`src/rtl/uo_pad_arbiter.sv`:
```
// Core-side scheduler for the uo output pad bank: synchronises ui, loops it back when idle,
// and round-robin shares uo among NUM_REQ requesters with a bounded hold time.
//
// state | meaning
// IDLE  | loopback uo = ui_sync, arbitrate pending requests
// GRANT | uo driven from the granted requester's data slice, hold timer running
// TURN  | one-cycle dead time with loopback, requests not sampled
module uo_pad_arbiter #(
    parameter int NUM_REQ     = 4,
    parameter int WIDTH       = 16,
    parameter int MAX_HOLD    = 255,
    parameter int SYNC_STAGES = 2
) (
    input  logic                     io_clock_p2c,
    input  logic                     io_reset_p2c,
    input  logic [WIDTH-1:0]         ui_p2c,
    input  logic [NUM_REQ-1:0]       req,
    input  logic [NUM_REQ-1:0]       rel,      // release strobe; "release" is a reserved word
    input  logic [NUM_REQ*WIDTH-1:0] data,
    output logic [NUM_REQ-1:0]       gnt,
    output logic [WIDTH-1:0]         ui_sync,
    output logic [WIDTH-1:0]         uo_c2p,
    output logic                     busy,
    output logic                     timeout_pulse,
    output logic [7:0]               timeout_count
);

    localparam int IW = $clog2(NUM_REQ);
    localparam int HW = $clog2(MAX_HOLD);
    localparam logic [HW-1:0] HOLD_LIM = HW'(MAX_HOLD - 1);

    typedef enum logic [1:0] {IDLE, GRANT, TURN} state_t;

    state_t              state_q, state_d;
    logic [IW-1:0]       ptr_q, ptr_d;
    logic [IW-1:0]       g_q, g_d;
    logic [HW-1:0]       hold_q, hold_d;
    logic [NUM_REQ-1:0]  gnt_d;
    logic [WIDTH-1:0]    uo_d;
    logic                pulse_d;
    logic [7:0]          tcount_d;
    logic [IW-1:0]       sel;
    logic                found;

    logic [WIDTH-1:0]    sync_q [SYNC_STAGES];
    logic [WIDTH-1:0]    data_slice [NUM_REQ];

    always_ff @(posedge io_clock_p2c or negedge io_reset_p2c) begin
        if (!io_reset_p2c) begin
            for (int i = 0; i < SYNC_STAGES; i++) sync_q[i] <= '0;
        end else begin
            sync_q[0] <= ui_p2c;
            for (int i = 1; i < SYNC_STAGES; i++) sync_q[i] <= sync_q[i-1];
        end
    end

    assign ui_sync = sync_q[SYNC_STAGES-1];

    for (genvar i = 0; i < NUM_REQ; i++) begin : g_slice
        assign data_slice[i] = data[i*WIDTH +: WIDTH];
    end

    // Search starts just above the last grantee so it ends up with lowest priority.
    always_comb begin
        found = 1'b0;
        sel   = '0;
        for (int k = 1; k <= NUM_REQ; k++) begin
            logic [IW-1:0] cand;
            cand = IW'((int'(ptr_q) + k) % NUM_REQ);
            if (!found && req[cand]) begin
                found = 1'b1;
                sel   = cand;
            end
        end
    end

    always_comb begin
        state_d  = state_q;
        ptr_d    = ptr_q;
        g_d      = g_q;
        hold_d   = hold_q;
        gnt_d    = gnt;
        uo_d     = ui_sync;
        pulse_d  = 1'b0;
        tcount_d = timeout_count;
        case (state_q)
            IDLE: begin
                if (found) begin
                    gnt_d      = '0;
                    gnt_d[sel] = 1'b1;
                    g_d        = sel;
                    hold_d     = '0;
                    state_d    = GRANT;
                end
            end
            GRANT: begin
                uo_d = data_slice[g_q];
                if (rel[g_q] || !req[g_q]) begin
                    gnt_d   = '0;
                    ptr_d   = g_q;
                    state_d = TURN;
                end else if (hold_q == HOLD_LIM) begin
                    gnt_d   = '0;
                    ptr_d   = g_q;
                    state_d = TURN;
                    pulse_d = 1'b1;
                    if (timeout_count != 8'hFF) tcount_d = timeout_count + 8'd1;
                end else begin
                    hold_d = hold_q + 1'b1;
                end
            end
            TURN: begin
                gnt_d   = '0;
                state_d = IDLE;
            end
            default: begin
                gnt_d   = '0;
                state_d = IDLE;
            end
        endcase
    end

    always_ff @(posedge io_clock_p2c or negedge io_reset_p2c) begin
        if (!io_reset_p2c) begin
            state_q       <= IDLE;
            ptr_q         <= IW'(NUM_REQ - 1);
            g_q           <= '0;
            hold_q        <= '0;
            gnt           <= '0;
            uo_c2p        <= '0;
            timeout_pulse <= 1'b0;
            timeout_count <= '0;
        end else begin
            state_q       <= state_d;
            ptr_q         <= ptr_d;
            g_q           <= g_d;
            hold_q        <= hold_d;
            gnt           <= gnt_d;
            uo_c2p        <= uo_d;
            timeout_pulse <= pulse_d;
            timeout_count <= tcount_d;
        end
    end

    assign busy = (state_q == GRANT);

endmodule
```
`config.mk`:
```
export PLATFORM = sky130hd
export DESIGN_NAME = uo_pad_arbiter
export DESIGN_NICKNAME = d
export VERILOG_FILES = /design/src/rtl/uo_pad_arbiter.sv
export SDC_FILE = /design/constraint.sdc
export NUM_CORES = 1
export LEC_CHECK = 0
export BUFFER_PORTS_ARGS = -buffer_cell sky130_fd_sc_hd__clkbuf_2
export CORE_MARGIN = 3
export CORE_UTILIZATION = 49
export DETAILED_ROUTE_END_ITERATION = 12
export GPL_TIMING_DRIVEN = 0
export PLACE_DENSITY = 0.81
export SLEW_MARGIN = 20
export SYNTH_ARGS = -nofsm -noshare
export SYNTH_HDL_FRONTEND = slang
export SYNTH_SLANG_ARGS = --single-unit
```
`constraint.sdc`:
```
create_clock -name io_clock_p2c -period 5.6 [get_ports io_clock_p2c]
set_input_delay 0.84 -clock io_clock_p2c [delete_from_list [all_inputs] [get_ports io_clock_p2c]]
set_output_delay 0.84 -clock io_clock_p2c [all_outputs]
set_load 0.02 [all_outputs]
```
# Word-level counts from Yosys, hierarchy flattened
# Index checks and enable logic that the tools add are counted.
dict set report classes {
  addsub 6
  order_cmp 8
  eq_ne 7
  n_mux 43
  bitwise_logic 2
  reduce_logical 17
}
# op count
set ops {}
lappend ops {{$mux 16} 3}
lappend ops {{$bmux 16 s2} 1}
lappend ops {{$mux 8} 3}
lappend ops {{$lt 2x3->1 const B} 6}
lappend ops {{$mux 2} 9}
lappend ops {{$add 8x1->8 const B} 2}
lappend ops {{$pmux 8 s2} 1}
lappend ops {{$mux 1} 14}
lappend ops {{$bmux 1 s2} 6}
lappend ops {{$mux 4} 3}
lappend ops {{$eq 8x8->1 const B} 1}
lappend ops {{$ne 8x8->1 const B} 1}
lappend ops {{$pmux 4 s2} 1}
lappend ops {{$reduce_and 4->1} 2}
lappend ops {{$ne 2x2->1 const B} 3}
lappend ops {{$reduce_and 2->1} 3}
lappend ops {{$add 2x1->2 const B} 2}
lappend ops {{$add 2x2->2 const B} 2}
lappend ops {{$logic_and 1x1->1} 4}
lappend ops {{$logic_not 1->1} 4}
lappend ops {{$pmux 2 s2} 1}
lappend ops {{$reduce_bool 2->1} 2}
lappend ops {{$ge 3x3->1 const B} 1}
lappend ops {{$ne 3x1->1 const B} 1}
lappend ops {{7 further kinds} 7}
dict set report word_totals {
  regBits 75
  out_inout_bits 46
  word_cells 93
}

# Longest topological paths before layout
# Gate-level depths: netlist of the first run.
dict set report logic_depth {
  word_depth 19
  ltp_mapped 7
}

# Least setup slack after synthesis of the first run
# OpenSTA, ideal clock, no wires.
dict set report synth_timing {
  path_type {in2reg}
  startpoint {input port rel[3]}
  endpoint {register timeout_count[2]}
  setup_ns 0.128
  arrival_ns 2.154
  required_time_ns 5.472
  setup_slack_ns 3.319
  stages 5
  cell_sequence {nand2b_1 -> mux4_2 -> buf_6 -> nor3b_1 -> mux2_1}
}
dict set report synth_between {
  elab_chain_len 5
}
# item line_no
set synth_lines {}
lappend synth_lines {{start, declared} 18} ;# input logic [NUM_REQ-1:0] rel, // release strobe; "release" is a reserved word
lappend synth_lines {{$bmux 1 s2} 98} ;# if (rel[g_q] || !req[g_q]) begin
lappend synth_lines {{$mux 1 (implied by the code)} 98}
lappend synth_lines {{$logic_or 1x1->1} 98}
lappend synth_lines {{$not 1->1 (no source line)} n/a}
lappend synth_lines {{$reduce_and 4->1 (no source line)} n/a}
lappend synth_lines {{end signal, assigned} 141} ;# timeout_count <= tcount_d;
lappend synth_lines {{end, declared} 25} ;# output logic [7:0] timeout_count
# Every way passes these cells. The select of a mux whose other input is x is not followed.
# A chain may end at the register's enable or synchronous reset.

# Final worst setup path of the first run
dict set report layout_timing {
  startpoint {register state_q[1]}
  endpoint {output port busy}
}
dict set report layout_between {
  elab_chain_len 1
}
# item line_no
set layout_lines {}
lappend layout_lines {{start, declared} 34} ;# state_t state_q, state_d;
lappend layout_lines {{start signal, assigned} 134} ;# state_q <= state_d;
lappend layout_lines {{$eq 2x1->1} 145} ;# assign busy = (state_q == GRANT);
lappend layout_lines {{end, declared} 23} ;# output logic busy,
# Every way passes these cells.

==> impl_metrics.csv, run 1 <==
group,metric,value,unit
run_status,status,"finished clean",
finish,fin_util,66.80,%
pwr,ir_worst_vdd,0.0002350,V
placed_design,port_buffers,135,
sta,clock.fmax,344.8,MHz
placed_design,gp_congestion,0.8652,
sta,holdWs,0.3471,ns
clock_network,cts_num_sinks,75,
yosys,synth_area,3381,um2
die,rows,29,
finish,area_growth,29.05,%
clock_network,root_buffer,"clkbuf_8",
global_routing,grt_max_degree,55,
detailed_routing,first_iter_violations,188,
sta,tns,0,ns
critical_path,crit_type,"reg2out",
global_routing,antenna_found_initial,0,
clock_network,cts_resized,0,
global_routing,track_usage,19.89,%
job,maxCapViolCount,0,
critical_path,path_max_fanout,10,
global_routing,grt_pass1_wl,11870,um
clock_network,clkTransAtPathRegs,0.07,ns
die,die_w,89.07,um
critical_path,worst_ep_required_time,4.76,ns
global_routing,grt-ovfl-total,0,
clock_network,clock_latency,0.34,ns
yosys,ys_ff_latch,75,
clock_network,numCtsBuffers,9,
pwr,power.density,421.9,nW/um2
detailed_routing,drc,0,
finish,diodes,0,
yosys,synth_cells,274,
detailed_routing,wl_per_cell,15.53,um
finish,nNetsFinal,514,
detailed_routing,ant_nets,0,
detailed_routing,vias,2612,
die,start_util,51.76,%
die,io_pins,136,
yosys,synth_edf_count,0,
sta,maxSlewViolCount,0,
sta,finalCritPeriodShare,51.78,%
detailed_routing,first_pass_iters,4,
finish,drive_above_1_share,48.12,%
sta,rsz0062_at_grt,"no",
hold_path,hold_path.class,"reg2reg",
sta,period_needed,2.900,ns
sta,clock_skew,0.006952,ns
pwr,p_leak,2.220,nW
yosys,synth_nets,367,
yosys,syn_area_per_cell,12.34,um2
yosys,synth_flop_cell,"dfrtp_1",
yosys,ys_seq_area_share,55.59,%
finish,fin_area,4363,um2
die,die_h,89.07,um
critical_path,cp.arrival,2.06,ns
clock_network,cts_max_path_buffers,2,
sta,setup_viol,0,
critical_path,start_kind,"register",
detailed_routing,avgViaCountPerCell,5.193,
critical_path,crit_path_end_kind,"primary output",
placed_design,dp_hpwl,5958,um
clock_network,cts_tree,"yes",
global_routing,grt_pass1_vias,2615,
clock_network,post-cts-setup-buffers,0,
placed_design,placed_area,4183,um2
detailed_routing,finalWirelength,7811,um
yosys,async_reset_ff_share,100.0,%
clock_network,htreeDepth,3,
sta,hold_viol_final,0,
die,die_area,7933,um2
yosys,synth.distinct_cells,42,
die,coreArea,6531,um2
clock_network,cts_hold_buf,0,
sta,max_slew_margin,51.36,%
yosys,synth_warnings,0,
sta,tightest_slew,0.7248,ns
==> per-stage QoR <==
step | std cells | power, W | setup WS, ns
4_1_cts | 503 | 0.001862 | 2.677
5_1_grt | 503 | 0.001960 | 2.570
6_report | 503 | 0.001841 | 2.700
3_3_place_gp | 486 | 0.001462 | 3.053
3_5_place_dp | 487 | 0.001488 | 3.056
2_1_floorplan | 274 | 0.001240 | 3.319
==> cell type report <==
class,count,area (um2)
fillers,496,2168
flip-flops and latches,75,1879
repair buffers,136,705.7
plain buffers,28,192.7
inverters,4,15.01
clock buffers,12,155.1
well taps,77,96.34
multi-input cells,167,1294
clock inverters,4,25.02
==> cell usage in the layout, fill, tap and decap left out, drive strengths merged, types with 4 or more instances in the layout <==
master  count
clkbuf    150
dfrtp      73
nand2      57
buf        26
mux4       17
nor2        9
nand2b      8
o21ai       8
mux2        7
nand3       6
nor3        6
a21oi       5
mux2i       5
inv         4
or3         4
xor2        4
==> per-layer routing <==
| layer | share of wire [%] | GRT usage, % | vias to the layer above |
|---|---|---|---|
| met5 | 0 | 0 | - |
| met1 | 38 | 22.38 | 1274 |
| met2 | 55 | 36.44 | 85 |
| li1 | - | - | 1243 |
| met3 | 5.7 | 4.700 | 10 |
| met4 | 1.3 | 7.578 | 0 |
==> kinds of logic after synthesis <==
| group | after synthesis | synth area share (%) |
|---|---|---|
| AOI/OAI and AO/OA | 22 | 4.330 |
| xor gates and xnor gates | 4 | 1.036 |
| adders and majority gates | 3 | 1.110 |
| buffers and inverters | 32 | 6.144 |
| DFF | 75 | 55.59 |
| muxes | 29 | 15.14 |
| and+or+nand+nor | 109 | 16.65 |
==> synthesized netlist by cell type, drive strengths merged (4+ instances only) <==
cell type	instances	area share, %
dfrtp	73	54
nand2	57	6.3
buf	25	5.4
mux4	17	11
nor2	9	1.0
nand2b	8	1.5
o21ai	8	1.2
mux2	7	2.3
nand3	6	0.89
nor3	6	1.3
a21oi	5	0.74
mux2i	5	1.5
inv	4	0.44
or3	4	0.74
xor2	4	1.0
==> path summary, 6_finish.rpt <==
path / start / endpoint / slack [ns] / depth (start not counted)
min in group asynchronous: io_reset_p2c / gnt[3] / 0.43 / 1
worst min register to register: sync_q[23] / ui_sync[7] / 0.35 / 0
max in group asynchronous: io_reset_p2c / sync_q[25] / 4.63 / 2
worst min-delay path: sync_q[23] / ui_sync[7] / 0.35 / 0
worst max register to register: hold_q[0] / gnt[2] / 3.50 / 6
worst max-delay path: state_q[1] / busy / 2.70 / 6
==> critical path, cell delays in order, from the launching register on <==
cell and delay (ns):
dfrtp_1 0.39, nand2b_1 0.15, buf_2 0.20, inv_1 0.09, buf_2 0.23, buf_1 0.41
clkbuf_2 0.26
==> where the power goes <==
group	internal (W)	leakage, nW	switching [W]
registers	0.000655	0.923	0.0000491
clock network	0.000184	0.0884	0.000186
logic	0.000312	1.21	0.000456
==> sequential cells by signal, summed over array words and instances (netlist names) <==
signal and count:
state_q 2, uo_c2p 16, g_q 2, gnt 4
timeout_count 8, ui_sync 16, hold_q 8, ptr_q 2
sync_q 16, timeout_pulse 1
(Power assumes the default switching activity.)
==> run 2: changes to the inputs <==
--- a/config.mk
+++ b/config.mk
@@ -7,10 +7,10 @@
 export LEC_CHECK = 0
 export BUFFER_PORTS_ARGS = -buffer_cell sky130_fd_sc_hd__clkbuf_2
 export CORE_MARGIN = 3
-export CORE_UTILIZATION = 49
+export CORE_UTILIZATION = 48
 export DETAILED_ROUTE_END_ITERATION = 12
 export GPL_TIMING_DRIVEN = 0
-export PLACE_DENSITY = 0.81
+export PLACE_DENSITY = 0.79
 export SLEW_MARGIN = 20
 export SYNTH_ARGS = -nofsm -noshare
 export SYNTH_HDL_FRONTEND = slang
==> constraint.sdc (replaced) <==
create_clock -name io_clock_p2c -period 2.8 [get_ports io_clock_p2c]
set_input_delay 0.42 -clock io_clock_p2c [delete_from_list [all_inputs] [get_ports io_clock_p2c]]
set_output_delay 0.42 -clock io_clock_p2c [all_outputs]
set_load 0.02 [all_outputs]
==> run 2 against run 1 <==
  * Die area up 1.9%
  * Power is 110% higher
  * Critical path depth unchanged
  * Clock skew rose by 0.0024 ns
  * Clock power rose to 2.7 times the previous value
  * Flip-flop and latch count is the same
  * Worst setup slack got worse by 2.4 ns
  * Via count is 0.57% lower
  * Cell count rose by 3.2%
  * Sequential power increased by 100%
  * Combinational power up 100%
  * Largest cell class unchanged
  * Highest routed layer unchanged
==> impl_metrics.csv, run 2 (synthesized netlist as in run 1, its figures left out) <==
group,metric,value,unit
finish,fin_area,4449,um2
hold_path,worstHoldStart,"ui_p2c[10]",
hold_path,hold_path.class,"in2reg",
critical_path,cp.arrival,2.03,ns
finish,drive_above_1_share,48.12,%
sta,clock_skew,0.009307,ns
die,io_pins,136,
detailed_routing,avgViaCountPerCell,5.004,
sta,period_needed,2.453,ns
run_status,status,"finished clean",
critical_path,worst_ep_required_time,2.38,ns
critical_path,cp_cell_sequence,"nand2b_1 -> buf_2 -> inv_1 -> buf_2 -> buf_1 -> clkbuf_2",
die,die_area,8087,um2
sta,maxSlewViolCount,0,
sta,max_slew_margin,49.75,%
finish,diodes,0,
critical_path,cp_slowest_cell,"dfrtp_1",
detailed_routing,ant_nets,0,
detailed_routing,finalWirelength,8175,um
clock_network,cts_tree,"yes",
placed_design,gp_congestion,0.8437,
critical_path,path_common_cell,"buf_2",
detailed_routing,vias,2597,
clock_network,clock_latency,0.34,ns
sta,tns,0,ns
global_routing,grt_pass1_wl,13830,um
sta,setup_viol,0,
clock_network,numCtsBuffers,9,
job,maxCapViolCount,0,
clock_network,cts_max_path_buffers,2,
detailed_routing,drc,0,
finish,final_cell_mix,"clkbuf_2, dfrtp_1, nand2_1",
finish,fin_util,67.75,%
sta,rsz0062_at_grt,"no",
placed_design,placed_area,4203,um2
detailed_routing,wl_per_cell,15.75,um
detailed_routing,first_iter_violations,96,
clock_network,post-cts-setup-buffers,0,
placed_design,dp_hpwl,6175,um
pwr,ir_worst_vdd,0.0004483,V
global_routing,antenna_found_initial,0,
critical_path,crit_type,"reg2out",
pwr,p_leak,2.256,nW
critical_path,r2r_start,"hold_q[0]",
die,start_util,51.48,%
clock_network,root_buffer,"clkbuf_8",
detailed_routing,first_pass_iters,4,
clock_network,htreeDepth,3,
sta,hold_viol_final,0,
die,rows,29,
global_routing,track_usage,21.79,%
die,die_h,89.93,um
global_routing,grt_max_degree,55,
sta,clock.fmax,407.7,MHz
critical_path,start_kind,"register",
finish,nNetsFinal,515,
finish,area_growth,31.61,%
placed_design,port_buffers,135,
clock_network,cts_num_sinks,75,
global_routing,grt-ovfl-total,0,
global_routing,grt_pass1_vias,2773,
pwr,power.density,886.3,nW/um2
finish,mostFrequentLayoutCell,"clkbuf_2",
critical_path,path_max_fanout,10,
die,die_w,89.93,um
sta,tightest_slew,0.7480,ns
critical_path,crit_start,"state_q[1]",
finish,fill_cells,502,
critical_path,crit_path_end_kind,"primary output",
critical_path,cpPeakStageDelay,0.39,ns
die,coreArea,6568,um2
sta,finalCritPeriodShare,87.60,%
clock_network,clkTransAtPathRegs,0.08,ns
## run 2: cell count changes in the layout (fill, tap and decap cells not counted)
cell,previous run,this run
clkbuf_1,4,3
clkinv_2,2,1
clkinvlp_4,2,0
dlygate4sd3_1,0,1
clkbuf_8,11,9
inv_6,0,2
bufinv_16,0,3
## run 2: layout make-up
class / instances / area, um2 / area share, %
sequential: 75 / 1879 / 42.24
multi-input combinational: 167 / 1294 / 29.08
inverter: 4 / 15.01 / 0.3375
buffer: 28 / 192.7 / 4.331
clock buffer: 9 / 123.9 / 2.784
clock inverter: 6 / 112.6 / 2.531
timing repair buffer: 137 / 715.7 / 16.09
tap: 93 / 116.4 / 2.615
## run 2: layer usage
metal	GRT usage, %	wire (um)	share of wire, %	vias to the layer above
met5	0	0	0	-
met4	8.929	150	1.8	0
met3	5.760	389	4.8	9
met2	36.84	4377	54	83
met1	26.70	3257	40	1262
li1	-	-	-	1243
## run 2: worst max-delay path: cells and delay by family (launching register included)
kind	cells	cell delay (ns)
simple gates	1	0.15
flops	1	0.39
buf+inv	5	1.15
## run 2: final timing paths
check / end / slack [ns] / cells past startpoint
hold reg to reg: ui_sync[13] / 0.35 / 0
min in group asynchronous: gnt[0] / 0.54 / 2
max in group asynchronous: ptr_q[0] / 1.67 / 3
setup / recovery: busy / 0.35 / 6
setup reg to reg: gnt[2] / 0.69 / 6
hold / removal: sync_q[26] / 0.18 / 1
## run 2: stage by stage
stage / worst slack (ns) / total power [W] / hold slack [ns] / std cells
2_1_floorplan: 0.9320 / 0.002480 / 0.1244 / 274
3_3_place_gp: 0.6825 / 0.002926 / 0.3315 / 502
3_5_place_dp: 0.6831 / 0.002984 / 0.3347 / 503
4_1_cts: 0.3079 / 0.003978 / 0.003642 / 518
5_1_grt: 0.1416 / 0.004201 / 0.1495 / 519
6_report: 0.3471 / 0.003943 / 0.1798 / 519
## run 2: repair_timing
action | 4_1_cts | 5_1_grt
gates resized for setup | 0 | 0
hold endpoints to repair | 0 | 21
hold buffers | 0 | 1
## run 2: power by group
group          switching, W  internal, W  leakage (nW)
registers         0.0000964      0.00131         0.923
clock network      0.000404     0.000592         0.120
logic              0.000917     0.000625          1.21
==> run 3: changes to the inputs <==
--- a/config.mk
+++ b/config.mk
@@ -6,7 +6,8 @@
 export NUM_CORES = 1
 export LEC_CHECK = 0
 export BUFFER_PORTS_ARGS = -buffer_cell sky130_fd_sc_hd__clkbuf_2
-export CORE_MARGIN = 3
+export CORE_ASPECT_RATIO = 0.8
+export CORE_MARGIN = 4
 export CORE_UTILIZATION = 48
 export DETAILED_ROUTE_END_ITERATION = 12
 export GPL_TIMING_DRIVEN = 0
==> run 3 against run 2 <==
  * Flip-flop and latch count is the same
  * Core utilization shrank 4.0 points
  * Critical path depth is the same
  * Power shrank 6.8%
  * Sequential share of layout area grew 0.74 points
  * First-iteration DRC count shrank 33%
  * Sequential power is essentially flat
==> impl_metrics.csv, run 3 (synthesized netlist as in run 1, its figures left out) <==
group,metric,value,unit
global_routing,grt_pass1_vias,2790,
detailed_routing,ant_nets,0,
die,die_h,83.07,um
critical_path,cp_cell_sequence,"nand2b_1 -> buf_2 -> inv_1 -> buf_2 -> buf_1 -> clkbuf_2",
finish,seq_area,1879,um2
detailed_routing,first_pass_iters,4,
critical_path,worst-path-buf-inv,5,
pwr,p_leak,2.223,nW
detailed_routing,first_iter_violations,64,
clock_network,cts_tree,"yes",
clock_network,htreeDepth,3,
finish,fill_cells,562,
clock_network,cts_hold_buf,0,
clock_network,post-cts-setup-buffers,0,
critical_path,start_kind,"register",
sta,finalCritPeriodShare,88.12,%
finish,nNetsFinal,514,
die,coreArea,6858,um2
die,die_area,8459,um2
sta,tns,0,ns
die,die_w,101.8,um
sta,period_needed,2.467,ns
job,maxCapViolCount,0,
critical_path,worst_ep_required_time,2.38,ns
clock_network,clkTransAtPathRegs,0.08,ns
placed_design,dp_hpwl,6267,um
finish,diodes,0,
critical_path,crit_type,"reg2out",
critical_path,cp_slowest_cell,"buf_1",
hold_path,hold_path.class,"in2async",
placed_design,gp_congestion,0.8113,
global_routing,antenna_found_initial,0,
detailed_routing,drc,0,
finish,final_cell_mix,"clkbuf_2, dfrtp_1, nand2_1",
detailed_routing,wl_per_cell,15.85,um
clock_network,root_buffer,"clkbuf_8",
finish,multi_input_area,1294,um2
die,io_pins,136,
sta,tightest_slew,0.7748,ns
clock_network,cts_num_sinks,75,
global_routing,track_usage,20.31,%
critical_path,path_max_fanout,10,
die,start_util,49.30,%
clock_network,cts_max_path_buffers,2,
placed_design,port_buffers,135,
finish,mostFrequentLayoutCell,"clkbuf_2",
clock_network,numCtsBuffers,9,
critical_path,cp.arrival,2.05,ns
die,rows,27,
critical_path,crit_path_end_kind,"primary output",
pwr,power,0.003673,W
pwr,power.density,840.0,nW/um2
clock_network,cts_resized,0,
critical_path,cpLargestDelayFamily,"buffers and inverters",
finish,drive_above_1_share,48.24,%
pwr,ir_worst_vdd,0.0004586,V
sta,rsz0062_at_grt,"no",
critical_path,path_common_cell,"buf_2",
detailed_routing,vias,2637,
finish,area_growth,29.35,%
sta,clock_skew,0.01220,ns
global_routing,grt_pass1_wl,13340,um
clock_network,clock_latency,0.34,ns
sta,maxSlewViolCount,0,
critical_path,cpPeakStageDelay,0.40,ns
sta,hold_viol_final,0,
global_routing,grt-ovfl-total,0,
sta,clock.fmax,405.3,MHz
detailed_routing,finalWirelength,8113,um
sta,setup_viol,0,
detailed_routing,avgViaCountPerCell,5.150,
sta,max_slew_margin,47.95,%
global_routing,grt_max_degree,47,
run_status,status,"finished clean",
run 3: cell types whose count changed in the layout (fill, tap and decap cells not counted):
cell,change
dlygate4sd3_1,-1
clkbuf_8,+2
inv_6,-2
clkinv_2,+1
clkinv_4,+1
clkinvlp_4,+1
bufinv_16,-3
run 3: cell type report:
| type | count | share of cell area [%] |
|---|---|---|
| clock buffers | 11 | 3.462 |
| well taps | 87 | 2.489 |
| flip-flops and latches | 75 | 42.98 |
| repair buffers | 136 | 16.14 |
| clock inverters | 4 | 0.6009 |
| multi-input cells | 167 | 29.59 |
| inverters | 4 | 0.3433 |
| plain buffers | 28 | 4.406 |
run 3: power breakdown:
part / internal [W] / switching, W / total (W)
Combinational: 0.000624 / 0.000903 / 0.00153
Sequential: 0.00131 / 0.0000962 / 0.00141
Clock: 0.000363 / 0.000378 / 0.000741
run 3: per-stage QoR:
step / setup slack, ns / cell area [um2] / hold WS (ns) / cells / util (%)
after global routing: 0.1463 / 4373 / 0.04886 / 512 / 63.77
final: 0.3326 / 4373 / 0.04127 / 512 / 63.77
after detailed placement: 0.6557 / 4195 / 0.3347 / 497 / 61.18
after floorplan: 0.9320 / 3381 / 0.1244 / 274 / -
after global placement: 0.7002 / 4165 / 0.3316 / 496 / 60.74
after CTS: 0.2735 / 4373 / 0.03889 / 512 / 63.77
run 3: path summary, 6_finish.rpt:
check | from | endpoint | slack, ns | depth (start not counted)
setup / recovery | state_q[1] | busy | 0.33 | 6
hold / removal | io_reset_p2c | ui_sync[12] | 0.04 | 1
setup reg to reg | hold_q[0] | gnt[2] | 0.69 | 6
hold reg to reg | sync_q[29] | ui_sync[13] | 0.35 | 0
max in group asynchronous | io_reset_p2c | ptr_q[0] | 2.14 | 2
min in group io_clock_p2c | ui_p2c[11] | sync_q[27] | 0.18 | 1
run 3: routing by layer:
| metal | global-route usage (%) | vias up | part of all wire [%] |
|---|---|---|---|
| li1 | - | 1240 | - |
| met1 | 24.31 | 1290 | 39 |
| met2 | 34.98 | 94 | 52 |
| met3 | 6.213 | 13 | 7.1 |
| met4 | 6.198 | 0 | 1.8 |
| met5 | 0 | - | 0 |
